<file path="src/rtl/bus_share_arbiter_pkg.sv">
// Shared types and elaboration helpers for the bus sharing arbiter and its
// round-robin picker.
package arb_pkg;

    typedef enum logic [1:0] {
        IDLE = 2'd0,
        LOAD = 2'd1,
        HOLD = 2'd2,
        ACKD = 2'd3
    } arb_state_e;

    // Wide enough for the largest legal hold count (255).
    localparam int CNT_W = 8;

    function automatic int clog2(input int value);
        int r;
        r = 0;
        while ((1 << r) < value) begin
            r = r + 1;
        end
        return r;
    endfunction

    function automatic bit params_legal(input int nreq, input int hold_cycles);
        return (nreq >= 2) && (nreq <= 16) && (hold_cycles >= 1) && (hold_cycles <= 255);
    endfunction

endpackage

</file>
<file path="src/rtl/bus_share_arbiter_rr_pick.sv">
// Combinational round-robin picker: returns the first set request found by
// searching cyclically upward from ptr+1.
module rr_pick
    import arb_pkg::*;
#(
    parameter int N  = 4,
    parameter int IW = clog2(N)
) (
    input  logic [N-1:0]  req,
    input  logic [IW-1:0] ptr,
    output logic          valid,
    output logic [IW-1:0] idx
);

    logic [IW-1:0] cand [N];
    logic [N-1:0]  hit;

    genvar gi;
    generate
        for (gi = 0; gi < N; gi++) begin : g_cand
            logic [IW:0] sum;
            // ptr < N and gi+1 <= N, so one conditional subtract wraps correctly.
            always_comb begin
                sum = {1'b0, ptr} + (IW+1)'(gi + 1);
                if (sum >= (IW+1)'(N)) begin
                    sum = sum - (IW+1)'(N);
                end
                cand[gi] = sum[IW-1:0];
            end
            assign hit[gi] = req[cand[gi]];
        end
    endgenerate

    always_comb begin
        valid = |hit;
        idx   = '0;
        for (int k = N - 1; k >= 0; k--) begin
            if (hit[k]) begin
                idx = cand[k];
            end
        end
    end

endmodule

</file>
<file path="src/rtl/bus_share_arbiter.sv">
// Round-robin arbiter sharing one registered bus among NREQ four-phase
// REQ/ACK requesters, sequencing each grant through LOAD, HOLD and ACKD.
module bus_share_arbiter
    import arb_pkg::*;
#(
    parameter int NREQ        = 4,
    parameter int WIDTH       = 32,
    parameter int HOLD_CYCLES = 2,
    localparam int IW         = clog2(NREQ)
) (
    input  logic                  CLK,
    input  logic                  RST,
    input  logic [NREQ-1:0]       REQ,
    input  logic [NREQ*WIDTH-1:0] DATA,
    output logic [NREQ-1:0]       ACK,
    output logic [WIDTH-1:0]      BUS,
    output logic                  BUS_EN,
    output logic [IW-1:0]         GNT_ID,
    output logic                  BUSY
);

    generate
        if (!params_legal(NREQ, HOLD_CYCLES)) begin : g_param_error
            $error("bus_share_arbiter: NREQ must be 2..16 and HOLD_CYCLES 1..255");
        end
    endgenerate

    arb_state_e       state_q, state_d;
    logic [CNT_W-1:0] cnt_q, cnt_d;
    logic [IW-1:0]    ptr_q, ptr_d;
    logic [NREQ-1:0]  ack_q, ack_d;
    logic [WIDTH-1:0] bus_q, bus_d;
    logic             bus_en_q, bus_en_d;
    logic [IW-1:0]    gnt_q, gnt_d;
    logic             busy_q, busy_d;

    logic             pick_valid;
    logic [IW-1:0]    pick_idx;
    logic [WIDTH-1:0] data_slice [NREQ];

    genvar gi;
    generate
        for (gi = 0; gi < NREQ; gi++) begin : g_slice
            assign data_slice[gi] = DATA[gi*WIDTH +: WIDTH];
        end
    endgenerate

    rr_pick #(
        .N  (NREQ),
        .IW (IW)
    ) u_rr_pick (
        .req   (REQ),
        .ptr   (ptr_q),
        .valid (pick_valid),
        .idx   (pick_idx)
    );

    always_comb begin
        state_d  = state_q;
        cnt_d    = cnt_q;
        ptr_d    = ptr_q;
        ack_d    = ack_q;
        bus_d    = bus_q;
        bus_en_d = 1'b0;
        gnt_d    = gnt_q;
        case (state_q)
            IDLE: begin
                if (pick_valid) begin
                    state_d  = LOAD;
                    bus_d    = data_slice[pick_idx];
                    gnt_d    = pick_idx;
                    bus_en_d = 1'b1;
                end
            end
            LOAD: begin
                state_d = HOLD;
                cnt_d   = CNT_W'(HOLD_CYCLES - 1);
            end
            HOLD: begin
                // An early REQ withdrawal is ignored here; ACKD absorbs it.
                if (cnt_q == '0) begin
                    state_d       = ACKD;
                    ack_d         = '0;
                    ack_d[gnt_q]  = 1'b1;
                end else begin
                    cnt_d = cnt_q - CNT_W'(1);
                end
            end
            ACKD: begin
                if (!REQ[gnt_q]) begin
                    state_d = IDLE;
                    ack_d   = '0;
                    ptr_d   = gnt_q;
                end
            end
            default: begin
                state_d = IDLE;
            end
        endcase
        busy_d = (state_d != IDLE);
    end

    always_ff @(posedge CLK) begin
        if (RST) begin
            state_q  <= IDLE;
            cnt_q    <= '0;
            ptr_q    <= IW'(NREQ - 1);
            ack_q    <= '0;
            bus_q    <= '0;
            bus_en_q <= 1'b0;
            gnt_q    <= '0;
            busy_q   <= 1'b0;
        end else begin
            state_q  <= state_d;
            cnt_q    <= cnt_d;
            ptr_q    <= ptr_d;
            ack_q    <= ack_d;
            bus_q    <= bus_d;
            bus_en_q <= bus_en_d;
            gnt_q    <= gnt_d;
            busy_q   <= busy_d;
        end
    end

    assign ACK    = ack_q;
    assign BUS    = bus_q;
    assign BUS_EN = bus_en_q;
    assign GNT_ID = gnt_q;
    assign BUSY   = busy_q;

endmodule

</file>
<file path="config.mk">
export PLATFORM = sky130hd
export DESIGN_NAME = bus_share_arbiter
export DESIGN_NICKNAME = d
export VERILOG_FILES = /design/src/rtl/bus_share_arbiter_pkg.sv /design/src/rtl/bus_share_arbiter_rr_pick.sv /design/src/rtl/bus_share_arbiter.sv
export SDC_FILE = /design/constraint.sdc
export NUM_CORES = 1
export LEC_CHECK = 0
export CAP_MARGIN = 25
export CORE_UTILIZATION = 29
export CTS_BUF_LIST = sky130_fd_sc_hd__clkbuf_4 sky130_fd_sc_hd__clkbuf_8
export CTS_CLUSTER_SIZE = 28
export DETAILED_ROUTE_END_ITERATION = 7
export PLACE_DENSITY = 0.63
export SYNTH_ARGS = -nofsm -noshare
export SYNTH_HDL_FRONTEND = slang
export SYNTH_SLANG_ARGS = --single-unit
export TNS_END_PERCENT = 5
</file>
<file path="constraint.sdc">
create_clock -name CLK -period 3.1 [get_ports CLK]
set_input_delay 0.31 -clock CLK [delete_from_list [all_inputs] [get_ports CLK]]
set_output_delay 0.31 -clock CLK [all_outputs]
set_load 0.01 [all_outputs]
</file>
**After elaboration in Yosys (flattened, before gate mapping)**

Cells that the tools add are included.

- $add $sub $neg: 9
- Magnitude comparators: 11
- Equality and inequality tests: 6
- Mux-type cells: 33
- Bitwise operators: 3
- Reductions and logical operators: 12

Operators by type and width:

| operator | count |
|---|---|
| $bmux W32 S2 | 1 |
| $mux W32 | 2 |
| $mux W2 | 11 |
| $pmux W8 S2 | 1 |
| $ge A3 B3 Y1 const B | 5 |
| $lt A2 B3 Y1 const B | 5 |
| $bmux W1 S2 | 5 |
| $logic_not A8 Y1 | 1 |
| $mux W4 | 2 |
| $mux W8 | 1 |
| $pmux W2 S4 | 1 |
| $pmux W4 S2 | 1 |
| $sub A2 B1 Y2 const B | 4 |
| $sub A8 B1 Y8 const B | 1 |
| $mux W1 | 7 |
| $add A2 B2 Y3 const B | 2 |
| $ne A2 B2 Y1 const B | 3 |
| $reduce_and A2 Y1 | 3 |
| $reduce_bool A2 Y1 | 3 |
| $eq A2 B2 Y1 const B | 2 |
| $reduce_or A4 Y1 | 1 |
| $add A2 B1 Y3 const B | 1 |
| $add A2 B3 Y3 const B | 1 |
| $not A2 Y3 | 1 |
| other kinds (8) | 9 |

- Register bits: 52
- Input port bits: 134
- Output and inout port bits: 40
- Logic and storage cells: 82

**Logic depth before layout (Yosys ltp)**

- Depth after elaboration: 13
- Mapped depth: 7
- Gate-level depth less buffers: 6

**By module**

Synthesis repeated with hierarchy kept, for this count alone.

- Cells, all modules: 337
- Area, all modules: 3126.7 µm²

By module, submodules not included:

| module | instances | cells each | area an instance (µm²) | sequential area each (µm²) |
|---|---|---|---|---|
| bus_share_arbiter | 1 | 323 | 3035.4 | 1041.0 |
| rr_pick | 1 | 14 | 91.3 | 0.0 |

**Least setup slack after synthesis**

Ideal clock, no wire load.

- Path kind: register to register
- Start: reg cnt_q[0]
- End: reg ack_q[0], in the netlist ACK[0]
- Data arrival time: 1.736 ns
- Required time: 2.979 ns
- Slack: 1.242 ns
- Stages on the path, launching flop included: 8
- Path buffers: 1
- Clock period less this slack: 1.858 ns
- Path through: dfxtp_1 -> inv_1 -> ha_1 -> or4b_1 -> buf_2 -> nor3_4 -> o21ai_2 -> mux2_4

- Word-level cells in the longest chain between the ends: 3

RTL lines:

| element | line | source |
|---|---|---|
| from (decl) | bus_share_arbiter.sv:29 | `logic [CNT_W-1:0] cnt_q, cnt_d;` |
| from (signal assigned) | bus_share_arbiter.sv:115 | `cnt_q <= cnt_d;` |
| $logic_not A8 Y1 | bus_share_arbiter.sv:81 | `if (cnt_q == '0) begin` |
| $ne A2 B2 Y1 (no line) | - |  |
| $reduce_and A3 Y1 (no line) | - |  |
| to (signal assigned) | bus_share_arbiter.sv:117 | `ack_q <= ack_d;` |
| to (decl) | bus_share_arbiter.sv:31 | `logic [NREQ-1:0] ack_q, ack_d;` |

Every way passes these cells.
A chain may end at the register's enable or synchronous reset.

**Worst setup path in the final report**

Ends and elaborated chain as after synthesis.

==> metrics.md <==
| Metric | Value |
|---|---|
| Gr ovfl total | 0 |
| # IOs | 174 |
| # DRC | 0 |
| RR Endpoint | ACK[0] |
| Vias | about 3.2k |
| Hold path depth | 2 |
| Final Util | 0.508 |
| Initial antenna violation count | 0 |
| Root Buffer | clkbuf_8 |
| Post-cts hold buffer count | 0 |
| DP Area | a little under 5000 um^2 |
| Share of cells above drive strength 1 | 0.0649 |
| WHS Endpoint | BUS[31] |
| # Post-CTS Setup Buffers | 0 |
| Status | finished clean |
| DRT iter0 DRCs | about 120 |
| Routed vias/inst | a little over 5 |
| Antenna Cells | 0 |
| DR pass1 iterations | 4 |
| Global placer's final weighted congestion | 0.867 |
| Clock tree buffer depth | 2 |
| R2r setup slk | 1.03 ns |
| Detail Placement HPWL | 7260 um |
| Post-Syn Area | 2930 um^2 |
| Post-route cell area | between 4000 and 5000 um^2 |
| Setup WS post-layout | around 1.0 ns |
| Final worst path period share | 0.669 |
| I/O Buffers | 173 |
| Total GRT Usage | 0.174 |
| Fraction of the yosys area taken by sequential cells | 0.355 |
| Sequential cell area | 1040 um^2 |
| Worst endpoint required time | 3.30 ns |
| Final setup TNS | 0 ns |
| Max FO, Critical Path | 7 |
| YS warnings | 0 |
| Area delta synth->final | 69.4% |
| Area of the multi-input gates | approximately 1800 um^2 |
| Worst Hold Class | register to register |
| Slew margin rel. | 0.528 |
| Power density over the cells | ~440 nW/um^2 |
| Post-place setup slack | 0.708 ns |
| Netlist cell types | 48 |
| Startpoint Class | register |
| Crit end category | register |
| Top_reg_cell synth | dfxtp_1 |
| Synthesized area per cell | 9.05 um^2 |
| Clk_lat worst skew | 0.30 ns |
| First-pass GRT wire length | about 14,000 um |
| Pins over their slew limit | 0 |
| Routed len/inst | 14.8 um |
| RSZ-0062 raised after global routing | false |
| Lkg Pwr | 1.80 nW |
| Routed wire length | 9240 um |
| Core area | 9770 um^2 |
| Worst-path clk slew | 0.09 ns |
| Worst hold margin | around 0.47 ns |
| Worst setup path category | register to register |
| Worst reg2reg path startpoint | cnt_q[0] |
| H-tree levels | 2 |
| CTS tree | built |
| Die W | 103 um |
| Maximum clock frequency | 482 MHz |
| Initial Util | 0.300 |
| Worst-Margin Slew | 0.707 ns |
| Post-synth top area share | 0.355 |
| Final ANT Viol Nets | 0 |
| FF+latch count, synth | 52 |
| TritonCTS Sinks | 52 |
| Pin count of the biggest net entering global routing | 33 |
| Syn Nets | 459 |
| Largest cells by area after synthesis | dfxtp_1 (35%), mux2i_1 (23%), o221ai_1 (9.6%) |
| Post-Synthesis Cells | about 320 |
| Min Tclk post-route | 2.07 ns |
| Asr flop ratio synth | 0 |
| TritonCTS buffer count | 5 |
| EDFF count, synth | 0 |
| Skew final | approximately 0.0045 ns |
| Setup violators final | 0 |
| PostCTS Resize Cnt | 0 |
| Worst reg2reg path depth | 6 |
| Critical path data arrival time | 2.27 ns |
| Die Ht | 103 um |
| Vias in the first global route | just over 3k |
| Post-synth top area cell | dfxtp_1 |
| Die footprint | 10,500 um^2 |
| Peak supply drop | 0.225 mV |
| Rows | 36 |
| Min-Delay Startpoint | BUS[31] |
| Final Hold Viols | 0 |
| # nets final | roughly 630 |
| Filler cells | between 900 and 1k |
| Max Cap Violations | 0 |
==> critical path, cell delays in order, from the launching register on <==
cell and delay [ns]:
dfxtp_1 0.37, inv_1 0.07, ha_1 0.19, or4b_1 0.62, nor3_4 0.25, o21ai_2 0.14
mux2_4 0.33
==> cell usage after synthesis, types with 2 or more instances <==
master and count:
mux2i_1 68, dfxtp_1 52, nand2_1 49, o221ai_1 32, buf_2 15, clkbuf_1 11, nor2_1 11, a21oi_1 10
inv_1 7, nor3_1 7, nor2b_1 5, o21ai_0 5, a21o_1 4, nand2b_1 3, o211ai_1 3, a22oi_1 2
a31oi_1 2, nand3_1 2, nand4_1 2, nor4_1 2, nor4b_1 2, o21a_1 2, o311ai_0 2, o32ai_1 2
==> sequential cells by signal (all words and copies together) (netlist names) <==
signal / cells
GNT_ID: 2
BUSY: 1
BUS_EN: 1
cnt_q: 8
ACK: 4
state_q: 2
ptr_q: 2
BUS: 32
==> cells by family after synthesis <==
group / count (synthesis) / synth area share
adder cells (fa/ha/maj): 1 / 0.00427
AND/OR/NAND/NOR: 93 / 0.152
AO/OA/AOI/OAI: 74 / 0.194
flip-flops: 52 / 0.355
multiplexers: 70 / 0.245
buffers and inverters: 34 / 0.0499
==> cell usage in the layout, fill, tap and decap left out, drive strengths merged, types with 2 or more instances in the layout <==
| cell type | instances |
|---|---|
| nor2 | 11 |
| o221ai | 32 |
| o32ai | 2 |
| a22oi | 2 |
| o21a | 2 |
| or2 | 2 |
| a31oi | 2 |
| nor4 | 2 |
| o311ai | 2 |
| nand2b | 3 |
| nor4b | 2 |
| o211ai | 3 |
| clkbuf | 7 |
| nor2b | 5 |
| clkdlybuf4s50 | 173 |
| inv | 7 |
| dfxtp | 52 |
| a21o | 4 |
| nand2 | 49 |
| a21oi | 10 |
| mux2i | 68 |
| buf | 15 |
| nand3 | 2 |
| nand4 | 2 |
| o21ai | 7 |
| nor3 | 9 |
==> cell type report <==
type                       count  area share
clock buffer                   7      0.0194
tap                          133      0.0335
timing repair buffer         188       0.376
multi-input combinational    238       0.355
inverter                       8     0.00605
sequential                    52       0.210
==> metal layers <==
metal | global-route usage | vias up | share of wire
li1 | - | 1562 | -
met5 | 0 | - | 0
met4 | 0.0396 | 0 | 0.0089
met2 | 0.308 | 130 | 0.50
met1 | 0.206 | 1454 | 0.40
met3 | 0.0522 | 6 | 0.087
==> worst max-delay path by stage <==
stage,startpoint,to,cells past startpoint
6_report,cnt_q[0],ACK[0],6
5_1_grt,cnt_q[0],cnt_q[0],6
4_1_cts,cnt_q[0],ACK[0],6
3_5_place_dp,REQ[3],BUS[22],6
3_3_place_gp,REQ[3],BUS[15],6
2_1_floorplan,cnt_q[0],ACK[0],7
==> report_power, final <==
group	switching, mW	leakage (nW)	internal (mW)	total [mW]
sequential	0.0951	0.428	0.773	0.868
combinational	0.386	1.32	0.517	0.903
clock	0.217	0.0503	0.200	0.417
total	0.699	1.80	1.49	2.19
==> stage by stage <==
stage                     std cells  total power [mW]
final                           626              2.19
after global routing            626              2.33
after CTS                       626              2.22
after detailed placement        619              1.80
after global placement          619              1.79
after floorplan                 324              1.32
No activity file was read; power rests on OpenSTA's default activity.
